**src/rtl/flasher_pkg.sv**
```systemverilog
// Shared types and default geometry for the bound-flasher lamp controller.
package flasher_pkg;

  localparam int LAMP_NUM_DEF = 16;
  localparam int CNT_W_DEF    = 5;
  localparam int KICK_LO_DEF  = 5;
  localparam int KICK_HI_DEF  = 10;

  typedef enum logic [2:0] {
    S_IDLE = 3'd0,
    S_UP16 = 3'd1,
    S_DN5  = 3'd2,
    S_UP10 = 3'd3,
    S_DN0A = 3'd4,
    S_UP5  = 3'd5,
    S_DN0B = 3'd6
  } main_state_e;

  typedef enum logic [1:0] {
    CNT_HOLD = 2'b00,
    CNT_UP   = 2'b01,
    CNT_DOWN = 2'b10,
    CNT_RSVD = 2'b11
  } count_state_e;

endpackage

```
**src/rtl/flasher_therm_decode.sv**
```systemverilog
// Count-to-thermometer decoder: bit i is set iff i < count.
module flasher_therm_decode
  import flasher_pkg::*;
#(
  parameter int LAMP_NUM = LAMP_NUM_DEF,
  parameter int CNT_W    = CNT_W_DEF
) (
  input  logic [CNT_W-1:0]    i_count,
  output logic [LAMP_NUM-1:0] o_therm
);

  // Per-lamp magnitude compare against the count.
  always_comb begin
    o_therm = {LAMP_NUM{1'b0}};
    for (int i = 0; i < LAMP_NUM; i++) begin
      if (i < int'(i_count)) begin
        o_therm[i] = 1'b1;
      end else begin
        o_therm[i] = 1'b0;
      end
    end
  end

endmodule

```
**src/rtl/flasher_counter_datapath.sv**
```systemverilog
// Bound-flasher datapath: main-state register, saturating lamp counter and
// registered thermometer lamp bus, with status fed back to the generator.
module flasher_counter_datapath
  import flasher_pkg::*;
#(
  parameter int LAMP_NUM = LAMP_NUM_DEF,
  parameter int CNT_W    = CNT_W_DEF,
  parameter int KICK_LO  = KICK_LO_DEF,
  parameter int KICK_HI  = KICK_HI_DEF
) (
  input  logic                clk,
  input  logic                rst_n,
  input  logic [2:0]          main_state_n,
  input  logic [CNT_W-1:0]    counter_load,
  input  logic                counter_load_en,
  input  logic [1:0]          count_state,
  output logic [2:0]          main_state,
  output logic [CNT_W-1:0]    counter,
  output logic                kickback_match,
  output logic                at_max,
  output logic                at_zero,
  output logic [LAMP_NUM-1:0] lamp
);

  localparam logic [CNT_W-1:0] CNT_MAX = CNT_W'(LAMP_NUM);
  localparam logic [CNT_W-1:0] CNT_KLO = CNT_W'(KICK_LO);
  localparam logic [CNT_W-1:0] CNT_KHI = CNT_W'(KICK_HI);

  logic [2:0]          r_main_state;
  logic [CNT_W-1:0]    r_counter;
  logic [LAMP_NUM-1:0] r_lamp;
  logic [CNT_W-1:0]    w_counter_next;
  logic [LAMP_NUM-1:0] w_lamp_next;

  // Next count: load (clamped) beats UP/DOWN; counting saturates at both bounds.
  always_comb begin
    w_counter_next = r_counter;
    if (counter_load_en) begin
      if (counter_load > CNT_MAX) begin
        w_counter_next = CNT_MAX;
      end else begin
        w_counter_next = counter_load;
      end
    end else begin
      case (count_state_e'(count_state))
        CNT_UP: begin
          if (r_counter < CNT_MAX) begin
            w_counter_next = r_counter + {{(CNT_W-1){1'b0}}, 1'b1};
          end else begin
            w_counter_next = r_counter;
          end
        end
        CNT_DOWN: begin
          if (r_counter != {CNT_W{1'b0}}) begin
            w_counter_next = r_counter - {{(CNT_W-1){1'b0}}, 1'b1};
          end else begin
            w_counter_next = r_counter;
          end
        end
        default: w_counter_next = r_counter;
      endcase
    end
  end

  // Lamps decode counter_next so the bus lands on the same edge as the count.
  flasher_therm_decode #(
    .LAMP_NUM (LAMP_NUM),
    .CNT_W    (CNT_W)
  ) u_therm (
    .i_count (w_counter_next),
    .o_therm (w_lamp_next)
  );

  // State, count and lamp registers with synchronous active-low reset.
  always_ff @(posedge clk) begin
    if (!rst_n) begin
      r_main_state <= S_IDLE;
      r_counter    <= {CNT_W{1'b0}};
      r_lamp       <= {LAMP_NUM{1'b0}};
    end else begin
      r_main_state <= main_state_n;
      r_counter    <= w_counter_next;
      r_lamp       <= w_lamp_next;
    end
  end

  // Status flags decoded from registered count; kickback only while counting up.
  always_comb begin
    at_max         = (r_counter == CNT_MAX);
    at_zero        = (r_counter == {CNT_W{1'b0}});
    kickback_match = (count_state == CNT_UP) &&
                     ((r_counter == CNT_KLO) || (r_counter == CNT_KHI));
  end

  assign main_state = r_main_state;
  assign counter    = r_counter;
  assign lamp       = r_lamp;

endmodule

```
**config.mk**
```make
export PLATFORM = sky130hd
export DESIGN_NAME = flasher_counter_datapath
export DESIGN_NICKNAME = d
export VERILOG_FILES = /design/src/rtl/flasher_pkg.sv /design/src/rtl/flasher_therm_decode.sv /design/src/rtl/flasher_counter_datapath.sv
export SDC_FILE = /design/constraint.sdc
export NUM_CORES = 1
export LEC_CHECK = 0
export BUFFER_PORTS_ARGS = -buffer_cell sky130_fd_sc_hd__buf_4
export CAP_MARGIN = 40
export CORE_MARGIN = 3
export CORE_UTILIZATION = 53
export CTS_CLUSTER_SIZE = 24
export DETAILED_ROUTE_END_ITERATION = 7
export PLACE_DENSITY = 0.83
export SYNTH_ARGS = -nofsm -noshare
export SYNTH_HDL_FRONTEND = slang
export SYNTH_SLANG_ARGS = --single-unit
```
**constraint.sdc**
```tcl
create_clock -name clk -period 8 [get_ports clk]
set_input_delay 2.4 -clock clk [delete_from_list [all_inputs] [get_ports clk]]
set_output_delay 2.4 -clock clk [all_outputs]
set_load 0.005 [all_outputs]
```
Yosys cells after proc, flatten, opt, wreduce, memory -nomap -nowiden
Cells that the tools add are included.

storage, ports and cells
  input bits = 13
  logic and storage cells = 53
  output and inout port bits = 27
  register bits = 24

cells by class
  mux-type cells = 21
  $lt $le $gt $ge = 18
  add/subtract/negate cells = 2
  reduce and logical (&&, ||, !) cells = 4
  eq/ne operators = 5

operator list
  operator                                             count
  < comparator 4 x 5 -> 1 bit, first input constant    8
  < comparator 3 x 5 -> 1 bit, first input constant    4
  two-way mux 5 bit                                    4
  two-way mux 1 bit                                    16
  < comparator 1 x 5 -> 1 bit, first input constant    2
  < comparator 2 x 5 -> 1 bit, first input constant    2
  one-hot mux 5 bit (2 select lines)                   1
  adder 5 x 1 -> 5 bit, second input constant          1
  equality test 5 x 3 -> 1 bit, second input constant  1
  equality test 5 x 4 -> 1 bit, second input constant  1
  equality test 5 bit, second input constant           1
  > comparator 5 bit, second input constant            1
  zero test 5 bit                                      1
  < comparator 5 bit, second input constant            1
  nonzero test 5 bit                                   1
  subtractor 5 x 1 -> 5 bit, second input constant     1
  equality test 2 x 1 -> 1 bit, second input constant  1
  equality test 2 bit, second input constant           1
  logical AND 1 bit                                    1
  logical OR 1 bit                                     1

Logic depth before layout (Yosys ltp)
Gate-level depths: netlist of the first run.

  depth in word-level cells = 6
  depth in mapped cells = 9
  depth with buffers taken out = 8

Modules after synthesis
From an unflattened synthesis of the first run, not the netlist that was laid out.

second synthesis, totals
  cell total of the unflattened synthesis = 143
  area, all modules = 1295.0 sq um

modules (own cells, without submodules)
  module                    times used  seq. area each (sq um)  area an instance (sq um)  cells an instance
  flasher_counter_datapath  1           480.5                   1144.8                    116
  flasher_therm_decode      1           0.0                     150.1                     27

Worst setup path after synthesis of the first run
Ideal clock, no wire load.

  path kind = input -> output
  from = input count_state[1]
  to = output kickback_match
  required time = 5600 ps
  slack = 2725 ps
  path buffers = 0
  stages on the path = 4
  arrival = 2875 ps
  path through = inv_1 -> ha_1 -> nand2b_1 -> a21oi_1

on the way
  word-level cells in the longest chain between the ends = 2

RTL lines
  element                       RTL line                        source
  from (decl)                   flasher_counter_datapath.sv:16  input logic [1:0] count_state,
  equality test 2 x 1 -> 1 bit  flasher_counter_datapath.sv:91  kickback_match = (count_state == CNT_UP) &&
  logical AND 1 bit             flasher_counter_datapath.sv:91
  to (decl)                     flasher_counter_datapath.sv:19  output logic kickback_match,

No other way between the ends.

Worst setup path after layout of the first run
Same ends and word-level chain as after synthesis.

==> results_tabular.tex, run 1 <==
\begin{tabular}{lr}
\hline
Metric & Value \\
\hline
\multicolumn{2}{l}{\textbf{Timing}} \\
\quad Post-route worst hold slack & 0.924 ns \\
\quad Final max-slew violation count & 0 \\
\quad Fmax achieved & 179 MHz \\
\quad Worst-case headroom to the max-slew limit & 59.7\% \\
\quad Setup repair after global routing missed its margin & false \\
\quad Number of hold violations in the final report & 0 \\
\quad Worst Tran Pin Value & 0.600 ns \\
\quad Min cycle time layout & 5.59 ns \\
\quad Fin worst setup slack & 2.41 ns \\
\quad Part of the cycle the worst path needs & 69.8\% \\
\quad Final total negative setup slack & 0 ns \\
\quad Final number of setup-violating endpoints & 0 \\
\quad Worst clock skew on the final layout & 0.00119 ns \\
\multicolumn{2}{l}{\textbf{Placed design}} \\
\quad DP Worst Slack & 2.44 ns \\
\quad Area of placed instances & 1480 um2 \\
\quad Post-detail-place hpwl & 1990 um \\
\quad Weighted congestion reported at the end of routability-driven placement & 0.764 \\
\quad Port Buffer Count & 39 \\
\multicolumn{2}{l}{\textbf{Synth}} \\
\quad Area of the mapped netlist & 1210 um2 \\
\quad Area share of the largest cell type after synthesis & 38.2\% \\
\quad Top FF cell, synth & dfxtp\_1 \\
\quad Average size of a mapped cell & 9.65 um2 \\
\quad Number of synthesized flops with an enable pin & 0 \\
\quad Distinct cell type count after synthesis & 40 \\
\quad Dominant cells by area after synthesis & dfxtp\_1, ha\_1, and2\_1 \\
\quad Number of standard cells after synthesis & 125 \\
\quad Largest area contributor in the synthesized netlist & dfxtp\_1 \\
\quad Total of warnings raised by yosys & 0 \\
\quad Async set-reset flop share out of synthesis & 0\% \\
\quad Flops \& latches, synth & 23 \\
\quad Syn nets & 144 \\
\quad Post-synthesis sequential area ratio & 38.2\% \\
\multicolumn{2}{l}{\textbf{GRT}} \\
\quad Global-route wire length before repair & 4310 um \\
\quad Remaining global-route overflow & 0 \\
\quad Overall routing resource usage & 20.7\% \\
\quad Via count of the first global-routing pass & 912 \\
\quad Largest net degree at the start of global routing & 23 \\
\quad Global-route met1 utilization & 28.0\% \\
\quad Global route hottest layer & met2 \\
\quad Met3 usage & 4.99\% \\
\quad Antenna violations before repair & 0 \\
\quad Met2 global-route usage & 33.5\% \\
\multicolumn{2}{l}{\textbf{Pwr}} \\
\quad Combinational share of power & 27.4\% \\
\quad Share of total power in sequential cells & 52.6\% \\
\quad Power per cell area & 168 nW/um2 \\
\quad P\_leak & 0.000662 uW \\
\quad Switch Pwr & 69.9 uW \\
\quad Total internal power & 183 uW \\
\quad Total power of the final layout & 253 uW \\
\quad Switching Share & 27.7\% \\
\quad Peak supply drop & 0.158 mV \\
\quad Fraction of power consumed by the clock network & 19.9\% \\
\multicolumn{2}{l}{\textbf{Clock network}} \\
\quad Number of sinks handled by clock tree synthesis & 23 \\
\quad CTS buffer count & 3 \\
\quad Count of H-tree levels built during CTS & 1 \\
\quad CTS tree & yes \\
\quad Post-CTS setup repair buffer count & 0 \\
\quad Clock latency on the worst-skew pair & 0.30 ns \\
\quad Clk slew on worst S/H paths & 0.11 ns \\
\quad \# hold bufs at CTS & 0 \\
\quad Count of instances resized after the clock tree is built & 0 \\
\quad Max clock buf depth & 2 \\
\quad Master cell of the clock root buffer & clkbuf\_4 \\
\multicolumn{2}{l}{\textbf{Detailed routing}} \\
\quad DRC violation count after routing & 0 \\
\quad Number of optimization iterations in the first detailed-route pass & 4 \\
\quad Number of vias in the routed layout & 1004 \\
\quad Remaining antenna violation count after routing & 0 \\
\quad WL per Instance & 14.2 um \\
\quad Vias per std cell & 5.37 \\
\quad Routed wire length & 2660 um \\
\quad Number of DRC markers in iteration 0 & 6 \\
\multicolumn{2}{l}{\textbf{Floorplan}} \\
\quad Die Span X & 53.7 um \\
\quad Number of primary I/O pins & 40 \\
\quad Die ar. & 2880 um2 \\
\quad Total core area & 2060 um2 \\
\quad Initial cell density of the core & 58.5\% \\
\quad Number of cell rows & 16 \\
\quad Die Ht & 53.7 um \\
\multicolumn{2}{l}{\textbf{Finish}} \\
\quad Most frequent standard cell in the layout excluding fill and tap cells & buf\_4 \\
\quad Antenna cells & 0 \\
\quad Fraction of layout cells with a size suffix above 1 & 32.5\% \\
\quad Commonest non-fill, non-tap cells in the layout & buf\_4, dfxtp\_1, and2\_1 \\
\quad Area grow syn2layout & 24.8\% \\
\quad Final net count & 180 \\
\quad Seq. cell area & 460 um2 \\
\quad Design Area, Final & 1510 um2 \\
\quad Multi-input combinational cell area & 673 um2 \\
\quad Filler instances & 171 \\
\multicolumn{2}{l}{\textbf{Setup path}} \\
\quad Element type at the critical path start & input pin \\
\quad Delay of the slowest cell on the worst path & 0.28 ns \\
\quad Critical setup path kind & input pin to output port \\
\quad Worst-path cell with the longest stage delay & ha\_1 \\
\quad Buffer and inverter count on the worst path & 3 \\
\quad Critical Path Sink Type & output port \\
\quad Data arrival time of the critical path & 3.19 ns \\
\quad CP required & 5.60 ns \\
\quad CP cell instances & buf\_4 -> inv\_1 -> ha\_1 -> nand2b\_1 -> a21oi\_1 -> buf\_4 \\
\quad Most prevalent standard cell on the critical path & buf\_4 \\
\quad Largest driver fanout on the critical path & 8 \\
\quad Kind of cell adding the most delay to the critical path & buffers and inverters \\
\multicolumn{2}{l}{\textbf{Job}} \\
\quad Max-cap violations & 0 \\
\multicolumn{2}{l}{\textbf{Hold path}} \\
\quad Worst min-delay path class & register to register \\
\multicolumn{2}{l}{\textbf{Status}} \\
\quad Outcome & finished clean \\
\hline
\end{tabular}
==> sequential cells by signal, summed over array words and instances (netlist names) <==
signal / flops
lamp: 15
main_state: 3
counter: 5
==> synth_stat cells, types with 3 or more instances <==
cell type / instances
dfxtp_1: 23
and2_1: 11
nand2b_1: 8
ha_1: 6
o21a_1: 6
inv_1: 5
nand2_1: 4
nand3b_1: 4
nor3_1: 4
nor3b_1: 4
xnor2_1: 4
a21boi_0: 3
clkbuf_1: 3
nor2_1: 3
nor2b_1: 3
==> through the flow <==
stage | util, % | cells
floorplan | - | 125
global placement | 71.7 | 183
detailed placement | 71.7 | 183
CTS | 73.0 | 187
global route | 73.0 | 187
finish | 73.0 | 187
==> power by group through the flow <==
stage	Sequential (uW)	Clock [uW]	Combinational (uW)
CTS	133	52.0	69.6
detailed placement	135	0	69.3
finish	133	50.4	69.3
floorplan	133	0	42.6
global route	134	55.6	77.0
global placement	135	0	68.3
==> worst paths after layout <==
path	start	endpoint	slack [ns]	cells after the start
min reg2reg	counter[1]$_SDFF_PN0_	lamp[5]$_SDFF_PN0_	0.92	4
max	count_state[1]	kickback_match	2.41	6
max reg2reg	counter[0]$_SDFF_PN0_	lamp[10]$_SDFF_PN0_	5.43	8
min	counter[1]$_SDFF_PN0_	lamp[5]$_SDFF_PN0_	0.92	4
==> tightest hold or removal path: stages, from the launching register on <==
cell and delay (ns):
dfxtp_1 0.42, nand3_1 0.12, a32oi_2 0.18, nand2_1 0.09, a21boi_0 0.07
==> kinds of logic after synthesis <==
family	synth area share (%)
compound gates	17.5
fa+ha+maj	6.22
buf+inv	6.02
flops	38.2
simple gates	28.2
mux	0.934
xor+xnor	2.90
==> metal layers <==
| layer | up-vias | share of wire (%) | routed length (um) |
|---|---|---|---|
| met4 | 0 | 0.30 | 8 |
| met1 | 466 | 48 | 1270 |
| met5 | - | 0 | 0 |
| li1 | 505 | - | - |
| met2 | 31 | 47 | 1240 |
| met3 | 2 | 5.4 | 143 |
==> layout make-up <==
type | count | share of cell area (%)
sequential | 23 | 30.6
clock buffer | 4 | 1.75
timing repair buffer | 39 | 19.5
tap | 27 | 2.24
inverter | 5 | 1.25
multi-input combinational | 89 | 44.7
No activity file was read; power rests on OpenSTA's default activity.
==> inputs of run 2 (changes only) <==
CORE_UTILIZATION = 49   (was 53)
PLACE_DENSITY = 0.78   (was 0.83)
clock period = 5.7 ns   (was 8 ns; I/O delays follow)
==> run 2 against run 1 <==
Sequential power is 41% higher. Hold slack worse by 0.022 ns. Die area increased by 7.2%. Routed wire length is 1.7% higher. Utilization shrank 6.8 points. Clock-buffer cell count down 1. First-iteration DRC count grew 33%. Combinational power grew 39%. Setup slack lost 0.93 ns. Flip-flop and latch count is the same.
==> results_tabular.tex, run 2 (same netlist as run 1, synthesis figures left out) <==
\begin{tabular}{lr}
\hline
Metric & Value \\
\hline
\multicolumn{2}{l}{\textbf{Timing}} \\
\quad Worst Tran Pin Value & 0.595 ns (-0.00505 ns) \\
\quad Number of hold violations in the final report & 0 (unchanged) \\
\quad Min cycle time layout & 4.21 ns \\
\quad Setup repair after global routing missed its margin & false \\
\quad Worst-case headroom to the max-slew limit & 60.1\% (+0.34 points) \\
\quad Final max-slew violation count & 0 (unchanged) \\
\quad Final total negative setup slack & 0 ns (unchanged) \\
\quad Worst clock skew on the final layout & 0.00659 ns (+0.00539 ns) \\
\quad Final number of setup-violating endpoints & 0 (unchanged) \\
\quad Post-route worst hold slack & 0.902 ns (-0.0216 ns) \\
\quad Part of the cycle the worst path needs & 73.9\% \\
\quad Fmax achieved & 237 MHz \\
\multicolumn{2}{l}{\textbf{Detailed routing}} \\
\quad Vias per std cell & 5.24 (-2.3\%) \\
\quad Remaining antenna violation count after routing & 0 (unchanged) \\
\quad Routed wire length & 2700 um (+1.7\%) \\
\quad DRC violation count after routing & 0 (unchanged) \\
\quad Number of optimization iterations in the first detailed-route pass & 4 (unchanged) \\
\quad Number of DRC markers in iteration 0 & 8 (+2) \\
\quad WL per Instance & 14.4 um (+1.2\%) \\
\quad Number of vias in the routed layout & 986 (-1.8\%) \\
\multicolumn{2}{l}{\textbf{Placed design}} \\
\quad Port Buffer Count & 39 (unchanged) \\
\quad Post-detail-place hpwl & 2060 um (+3.4\%) \\
\quad Weighted congestion reported at the end of routability-driven placement & 0.925 (+21\%) \\
\multicolumn{2}{l}{\textbf{Finish}} \\
\quad Antenna cells & 0 (unchanged) \\
\quad Area grow syn2layout & 25.0\% \\
\quad Filler instances & 196 (+15\%) \\
\quad Final net count & 180 (unchanged) \\
\quad Largest register FFs & 15 (unchanged) \\
\quad Most frequent standard cell in the layout excluding fill and tap cells & buf\_4 \\
\quad Fraction of layout cells with a size suffix above 1 & 33.1\% (+0.62 points) \\
\quad Commonest non-fill, non-tap cells in the layout & buf\_4, dfxtp\_1, and2\_1 \\
\multicolumn{2}{l}{\textbf{Setup path}} \\
\quad CP cell instances & buf\_4 -> inv\_1 -> ha\_1 -> nand2b\_1 -> a21oi\_1 -> buf\_4 \\
\quad Internal reg-to-reg setup slack & 3.22 ns (-2.21 ns) \\
\quad Critical setup path kind & input pin to output port \\
\quad Element type at the critical path start & input pin \\
\quad Delay of the slowest cell on the worst path & 0.29 ns (about the same) \\
\quad R2r worst-path depth & 7 (-1) \\
\quad Worst-path cell with the longest stage delay & ha\_1 \\
\quad Reg2reg start & counter[0]\$\_SDFF\_PN0\_ \\
\quad Worst flop-to-flop path endpoint & lamp[12]\$\_SDFF\_PN0\_ \\
\quad CP required & 3.99 ns (-1.61 ns) \\
\quad Start point of the critical path & count\_state[1] \\
\quad Largest driver fanout on the critical path & 8 (unchanged) \\
\quad Last element of the critical path & kickback\_match \\
\quad Critical Path Sink Type & output port \\
\quad Most prevalent standard cell on the critical path & buf\_4 \\
\quad Data arrival time of the critical path & 2.50 ns (-0.69 ns) \\
\multicolumn{2}{l}{\textbf{Clock network}} \\
\quad Number of sinks handled by clock tree synthesis & 23 (unchanged) \\
\quad CTS tree & yes \\
\quad Max clock buf depth & 2 (unchanged) \\
\quad Clk slew on worst S/H paths & 0.12 ns (about the same) \\
\quad Count of H-tree levels built during CTS & 1 (unchanged) \\
\quad CTS buffer count & 3 (unchanged) \\
\quad Master cell of the clock root buffer & clkbuf\_4 \\
\quad Clock latency on the worst-skew pair & 0.31 ns (about the same) \\
\quad Post-CTS setup repair buffer count & 0 (unchanged) \\
\quad Count of instances resized after the clock tree is built & 0 (unchanged) \\
\quad \# hold bufs at CTS & 0 (unchanged) \\
\multicolumn{2}{l}{\textbf{Pwr}} \\
\quad Power per cell area & 237 nW/um2 (+41\%) \\
\quad Peak supply drop & 0.191 mV (+20\%) \\
\quad P\_leak & 0.000664 uW (+0.41\%) \\
\multicolumn{2}{l}{\textbf{Job}} \\
\quad Max-cap violations & 0 (unchanged) \\
\multicolumn{2}{l}{\textbf{Floorplan}} \\
\quad Die Span X & 55.6 um (+3.6\%) \\
\quad Die Ht & 55.6 um (+3.6\%) \\
\quad Number of primary I/O pins & 40 (unchanged) \\
\quad Total core area & 2280 um2 (+10\%) \\
\quad Die ar. & 3090 um2 (+7.2\%) \\
\quad Initial cell density of the core & 53.0\% (-5.5 points) \\
\quad Number of cell rows & 17 (+1) \\
\multicolumn{2}{l}{\textbf{GRT}} \\
\quad Largest net degree at the start of global routing & 23 (unchanged) \\
\quad Remaining global-route overflow & 0 (unchanged) \\
\quad Global-route wire length before repair & 4510 um (+4.6\%) \\
\quad Via count of the first global-routing pass & 1002 (+9.9\%) \\
\quad Overall routing resource usage & 18.1\% (-2.6 points) \\
\quad Antenna violations before repair & 0 (unchanged) \\
\multicolumn{2}{l}{\textbf{Status}} \\
\quad Outcome & finished clean \\
\multicolumn{2}{l}{\textbf{Hold path}} \\
\quad Worst min-delay path class & register to register \\
\quad Hold Crit Depth & 4 (unchanged) \\
\hline
\end{tabular}
## run 2: cell types whose count changed in the layout (fill, tap and decap cells not counted), sizes merged
| cell | before | now |
|---|---|---|
| clkbuf | 4 | 3 |
| clkinv | 0 | 1 |
## run 2: power breakdown
| group | switching [uW] | internal, uW |
|---|---|---|
| clock network | 47.8 | 26.3 |
| logic | 42.3 | 54.1 |
| registers | 11.7 | 175 |
## run 2: stage by stage
stage	instances	setup WS, ns	utilization, %	power [uW]	area, um2
after floorplan	125	1.80	-	246	1210
after global placement	184	1.54	65.0	284	1480
after detailed placement	184	1.48	65.0	288	1480
after CTS	188	1.47	66.2	361	1510
after global routing	188	1.39	66.2	380	1510
final	188	1.49	66.2	357	1510
## run 2: how the worst min path moves through the flow
stage / start / end
after detailed placement: counter[0]$_SDFF_PN0_ / counter[0]$_SDFF_PN0_
after global routing: counter[0]$_SDFF_PN0_ / counter[0]$_SDFF_PN0_
after CTS: counter[0]$_SDFF_PN0_ / counter[0]$_SDFF_PN0_
after floorplan: counter[1]$_SDFF_PN0_ / lamp[5]$_SDFF_PN0_
after global placement: counter[1]$_SDFF_PN0_ / lamp[5]$_SDFF_PN0_
final: counter[0]$_SDFF_PN0_ / counter[0]$_SDFF_PN0_
## run 2: final cells by class
type	instances	area [um2]	share of cell area (%)
multi-input cells	89	673	44.6
flip-flops and latches	23	460	30.5
repair buffers	39	293	19.4
well taps	28	35.0	2.32
clock buffers	3	22.5	1.49
inverters	5	18.8	1.24
clock inverters	1	5.00	0.332
## run 2: layer usage
metal / share of wire, % / GRT usage (%)
met4: 0.85 / 6.60
met2: 52 / 32.4
met1: 43 / 20.8
met5: 0 / 0
met3: 4.0 / 3.94
## run 2: critical path: cells and delay by family
family | cells | cell delay (ns)
and+or+nand+nor | 1 | 0.09
AOI/OAI and AO/OA | 1 | 0.13
adders and majority gates | 1 | 0.29
buffers and inverters | 3 | 0.29
